**src/rtl/mosaic_egress_adapter.sv**
```systemverilog
// Egress adapter MoSAIC -> shell: store-and-forward AXI-Stream FIFO that releases a packet
// only once it is complete, falling back to cut-through when a single packet fills the FIFO.
module mosaic_egress_adapter #(
   parameter int BW        = 32,
   parameter int BWB       = BW / 8,
   parameter int DEPTH     = 64,
   parameter int BP_THRESH = 4
) (
   input  logic           clk_line,
   input  logic           rst_n,
   input  logic           backpressure_in,
   output logic           backpressure_out,
   input  logic           stream_in_TLAST,
   input  logic           stream_in_TVALID,
   output logic           stream_in_TREADY,
   input  logic [BW-1:0]  stream_in_TDATA,
   input  logic [BWB-1:0] stream_in_TKEEP,
   output logic           stream_out_TLAST,
   output logic           stream_out_TVALID,
   input  logic           stream_out_TREADY,
   output logic [BW-1:0]  stream_out_TDATA,
   output logic [BWB-1:0] stream_out_TKEEP,
   output logic           cut_through_evt
);
   localparam int AW = $clog2(DEPTH);
   localparam int CW = AW + 1;
   localparam int WW = BW + BWB + 1;

   typedef enum logic [0:0] {
      ST_IDLE = 1'b0,
      ST_SEND = 1'b1
   } state_t;

   logic [WW-1:0] r_mem [DEPTH];
   logic [CW-1:0] r_wr_ptr;
   logic [CW-1:0] r_rd_ptr;
   logic [CW-1:0] r_count;
   logic [CW-1:0] r_pkt_cnt;
   state_t        r_state;
   logic          r_ct_flag;
   logic          r_ct_evt;

   logic          w_full;
   logic          w_empty;
   logic          w_push;
   logic          w_pop;
   logic          w_push_last;
   logic          w_pop_last;
   logic          w_tvalid;
   logic          w_ct_start;
   logic [WW-1:0] w_head;
   logic [CW-1:0] w_free;

   assign w_full      = (r_count == CW'(DEPTH));
   assign w_empty     = (r_count == CW'(0));
   assign w_free      = CW'(DEPTH) - r_count;
   assign w_push      = stream_in_TVALID & ~w_full;
   assign w_pop       = w_tvalid & stream_out_TREADY;
   assign w_head      = r_mem[r_rd_ptr[AW-1:0]];
   assign w_push_last = w_push & stream_in_TLAST;
   assign w_pop_last  = w_pop & w_head[WW-1];
   // A lone packet that fills the FIFO can never complete, so it must be let out early
   assign w_ct_start  = (r_state == ST_IDLE) & w_full & (r_pkt_cnt == CW'(0)) & ~r_ct_flag;

   assign stream_in_TREADY  = ~w_full;
   assign backpressure_out  = (w_free <= CW'(BP_THRESH));
   assign stream_out_TVALID = w_tvalid;
   assign stream_out_TLAST  = w_head[WW-1];
   assign stream_out_TKEEP  = w_head[BW +: BWB];
   assign stream_out_TDATA  = w_head[BW-1:0];
   assign cut_through_evt   = r_ct_evt;

   // Output valid: gated by shell backpressure only at a packet boundary
   always_comb begin
      w_tvalid = 1'b0;
      case (r_state)
         ST_IDLE: w_tvalid = ~w_empty & ~backpressure_in & ((r_pkt_cnt != CW'(0)) | r_ct_flag);
         ST_SEND: w_tvalid = ~w_empty;
         default: w_tvalid = 1'b0;
      endcase
   end

   // Packet storage; contents need no reset because occupancy is tracked separately
   always_ff @(posedge clk_line) begin
      if (w_push) begin
         r_mem[r_wr_ptr[AW-1:0]] <= {stream_in_TLAST, stream_in_TKEEP, stream_in_TDATA};
      end
   end

   // Write/read pointers
   always_ff @(posedge clk_line or negedge rst_n) begin
      if (!rst_n) begin
         r_wr_ptr <= CW'(0);
         r_rd_ptr <= CW'(0);
      end else begin
         if (w_push) begin
            r_wr_ptr <= r_wr_ptr + CW'(1);
         end
         if (w_pop) begin
            r_rd_ptr <= r_rd_ptr + CW'(1);
         end
      end
   end

   // Beat occupancy and complete-packet count
   always_ff @(posedge clk_line or negedge rst_n) begin
      if (!rst_n) begin
         r_count   <= CW'(0);
         r_pkt_cnt <= CW'(0);
      end else begin
         case ({w_push, w_pop})
            2'b10:   r_count <= r_count + CW'(1);
            2'b01:   r_count <= r_count - CW'(1);
            default: r_count <= r_count;
         endcase
         case ({w_push_last, w_pop_last})
            2'b10:   r_pkt_cnt <= r_pkt_cnt + CW'(1);
            2'b01:   r_pkt_cnt <= r_pkt_cnt - CW'(1);
            default: r_pkt_cnt <= r_pkt_cnt;
         endcase
      end
   end

   // Packet framing FSM with cut-through flag and event pulse
   always_ff @(posedge clk_line or negedge rst_n) begin
      if (!rst_n) begin
         r_state   <= ST_IDLE;
         r_ct_flag <= 1'b0;
         r_ct_evt  <= 1'b0;
      end else begin
         r_ct_evt <= 1'b0;
         case (r_state)
            ST_IDLE: begin
               if (w_pop) begin
                  if (w_pop_last) begin
                     r_state   <= ST_IDLE;
                     r_ct_flag <= 1'b0;
                  end else begin
                     r_state <= ST_SEND;
                  end
               end else if (w_ct_start) begin
                  r_ct_flag <= 1'b1;
                  r_ct_evt  <= 1'b1;
               end else begin
                  r_state <= ST_IDLE;
               end
            end
            ST_SEND: begin
               if (w_pop_last) begin
                  r_state   <= ST_IDLE;
                  r_ct_flag <= 1'b0;
               end else begin
                  r_state <= ST_SEND;
               end
            end
            default: begin
               r_state   <= ST_IDLE;
               r_ct_flag <= 1'b0;
            end
         endcase
      end
   end

endmodule
```
**config.mk**
```make
export PLATFORM = sky130hd
export DESIGN_NAME = mosaic_egress_adapter
export DESIGN_NICKNAME = d
export VERILOG_FILES = /design/src/rtl/mosaic_egress_adapter.sv
export SDC_FILE = /design/constraint.sdc
export NUM_CORES = 2
export LEC_CHECK = 0
export ABC_CLOCK_PERIOD_IN_PS = 6600
export CORE_MARGIN = 5
export CORE_UTILIZATION = 65
export CTS_CLUSTER_DIAMETER = 80
export DETAILED_ROUTE_END_ITERATION = 12
export PLACE_DENSITY = 0.8
export SLEW_MARGIN = 25
export SYNTH_ARGS = -nofsm -noshare
export SYNTH_HDL_FRONTEND = slang
export SYNTH_SLANG_ARGS = --single-unit
export TNS_END_PERCENT = 1
```
**constraint.sdc**
```tcl
create_clock -name clk_line -period 6.6 [get_ports clk_line]
set_input_delay 0.99 -clock clk_line [delete_from_list [all_inputs] [get_ports clk_line]]
set_output_delay 0.99 -clock clk_line [all_outputs]
set_load 0.02 [all_outputs]
```
==> flow_summary.json <==
{
  "dp_slack_ps": 1460,
  "worstPathArrival_ps": 4990,
  "async_flop_share_pct": 1.21,
  "gr-usage-all-layers_pct": 35.4,
  "io_pins": 83,
  "skew_ps": 38.6,
  "syn_avg_cell_area_sq_um": 23.2,
  "dpl.hpwl_um": 129000,
  "final.setup.worst_slack_ps": 615,
  "irDropWorstVdd_v": 0.000440,
  "drt-total-wl_um": 257000,
  "r2r-end": "r_pkt_cnt[6]",
  "tns_ps": 0,
  "max_freq_mhz": 167,
  "critPathLaunchType": "flop",
  "r2r_setup_slack_ps": 1500,
  "synth_area_leaders": "edfxtp_1, mux4_2, mux2i_1",
  "fin_nets": 4254,
  "area_growth_pct": 12.1,
  "period_share_pct": 90.7,
  "worst-slew-pin-transition_ps": 1180,
  "fp.dieW_um": 386,
  "vias_per_cell": 7.55,
  "num_rows": 138,
  "drc": 0,
  "clock_path_buffers": 3,
  "numCtsBuffers": 222,
  "end_kind": "output pin",
  "hold-path-cell-count": 1,
  "die_h_um": 386,
  "num_vias": 47357,
  "netlist_area_sq_mm": 0.0921,
  "clk_pin_slew_ps": 70,
  "dr.first_iter.drc_count": 7900,
  "cts_root_buf": "clkbuf_16",
  "core_area_sq_mm": 0.141,
  "syn_inst": 3962,
  "io_buffers": 82,
  "report.final.slew_viol_count": 0,
  "grt_pass1_wl_um": 361000,
  "antenna_left": 0,
  "critPathKind": "flop to output pin",
  "fill_cells": 7213,
  "cts_tree": "yes",
  "slew-limit-headroom_pct": 20.9,
  "critPathLaunch": "r_rd_ptr[0]",
  "synth_area_leader_cell": "edfxtp_1",
  "min_path_type": "flop to flop",
  "antenna_found_initial": 4,
  "wl_per_cell_um": 41.1,
  "clock-sinks": 2397,
  "hp-start": "r_count[6]",
  "reg2reg_depth": 13,
  "hold_viol": 0,
  "grt_overflow": 0,
  "worstReg2RegStart": "r_rd_ptr[2]",
  "final_cell_mix": "edfxtp_1, mux4_2, clkbuf_16, buf_4, nand2_1",
  "cts_setup_buffers": 0,
  "power.total_uw": 43400,
  "gp_congestion": 0.839,
  "syn_nets": 4020,
  "final_common_cell": "edfxtp_1",
  "initial_core_util_pct": 65.3,
  "yosys.area.top_type_share_pct": 77.2,
  "htree_levels": 4,
  "final_cell_area_sq_mm": 0.103,
  "clock_latency_ps": 870,
  "finalSetupViolations": 0,
  "synth_seq_cells": 2397,
  "cap_violations": 0,
  "grt_start_max_net_pins": 160,
  "dr.pass1.iters": 8,
  "first_global_vias": 47618,
  "synthDistinctLibCells": 57,
  "holdBufCountCts": 0,
  "synth-edff-count": 2368,
  "status": "finished clean",
  "hold-path-endpoint": "r_count[6]",
  "dieArea_sq_mm": 0.149,
  "powerDensity_mw_per_mm2": 420,
  "drive_above_1_share_pct": 28.0,
  "period_minus_slack_ps": 5980,
  "place_area_sq_mm": 0.0960,
  "rsz0062_at_grt": "no",
  "yosysSeqAreaShare_pct": 78.0,
  "crit_fanout": 30,
  "worstPathRequired_ps": 5610,
  "leakagePower_uw": 0.0321,
  "cts_resized": 0,
  "synth_warnings": 0,
  "synth_ff_type": "edfxtp_1"
}
## per-stage QoR
stage               hold WS (ps)  cells  utilization (%)
finish                       514   6270             73.2
global route                 537   6265             73.2
CTS                          517   6262             73.1
detailed placement           481   5859             68.1
global placement             467   5857             68.0
floorplan                    443   3962                -
## worst max path at each step
stage	end	slack, ps	depth (start not counted)
3_5_place_dp	r_pkt_cnt[6]	1460	13
6_report	stream_out_TDATA[15]	620	9
4_1_cts	stream_out_TDATA[19]	560	7
2_1_floorplan	r_mem[59][0]	2680	6
5_1_grt	stream_out_TDATA[15]	310	9
3_3_place_gp	stream_out_TDATA[0]	1520	8
## sequential cells by signal, indices dropped and copies added, names as in the netlist, named ones only
name	count
r_count	7
cut_through_evt	1
r_ct_flag	1
r_rd_ptr	6
r_pkt_cnt	7
r_wr_ptr	6
r_mem	2368
## layout make-up
cell class,count,area [sq um],share of cell area (%)
Sequential cell,2397,71900,69.6
Multi-Input combinational cell,1340,19500,18.9
Clock buffer,274,5840,5.65
Tap cell,1890,2360,2.29
Timing Repair Buffer,221,2350,2.28
Clock inverter,129,1230,1.19
Inverter,14,56.3,0.0545
Antenna cell,5,12.5,0.0121
## logic make-up after synthesis
| group | Yosys count | synth area share (%) |
|---|---|---|
| adders and majority gates | 16 | 0.234 |
| muxes | 746 | 17.0 |
| DFF | 2397 | 78.0 |
| buffers and inverters | 225 | 1.29 |
| and+or+nand+nor | 319 | 1.56 |
| AOI/OAI and AO/OA | 239 | 1.72 |
| xor gates and xnor gates | 20 | 0.190 |
## routing by layer
metal,vias up,global-route usage (%),share of wire (%)
met5,-,0,0.017
met4,6,18.9,6.6
met3,956,9.56,13
met2,4641,55.3,48
met1,24372,46.5,32
li1,17382,-,-
## cells in the mapped netlist, types with 24 or more instances
library cell and instances:
edfxtp_1 2368, dfrtp_1 29, nand2_1 107, nor2_1 99, clkbuf_1 51, nand3_1 24, o21ai_0 32, buf_2 86
a211oi_1 40, buf_4 41, nor2b_1 36, mux4_2 651, mux2i_1 84, a21oi_1 42, o22ai_1 30
## report_power, final
group          internal [uW]  switching, uW  leakage [uW]  total (uW)
Clock                   7010           5580       0.00343       12600
Combinational           5620           7390       0.00697       13000
Sequential             17300            443        0.0217       17800
## worst max-delay path, cell delays in order, from the launching register on
cell	delay (ps)
dfrtp_4	780
buf_4	600
buf_4	620
mux4_2	570
nor2b_1	150
a211oi_1	290
a21oi_1	90
a21oi_1	170
o21ai_1	160
clkdlybuf4s50_1	590
(Power assumes the default switching activity.)
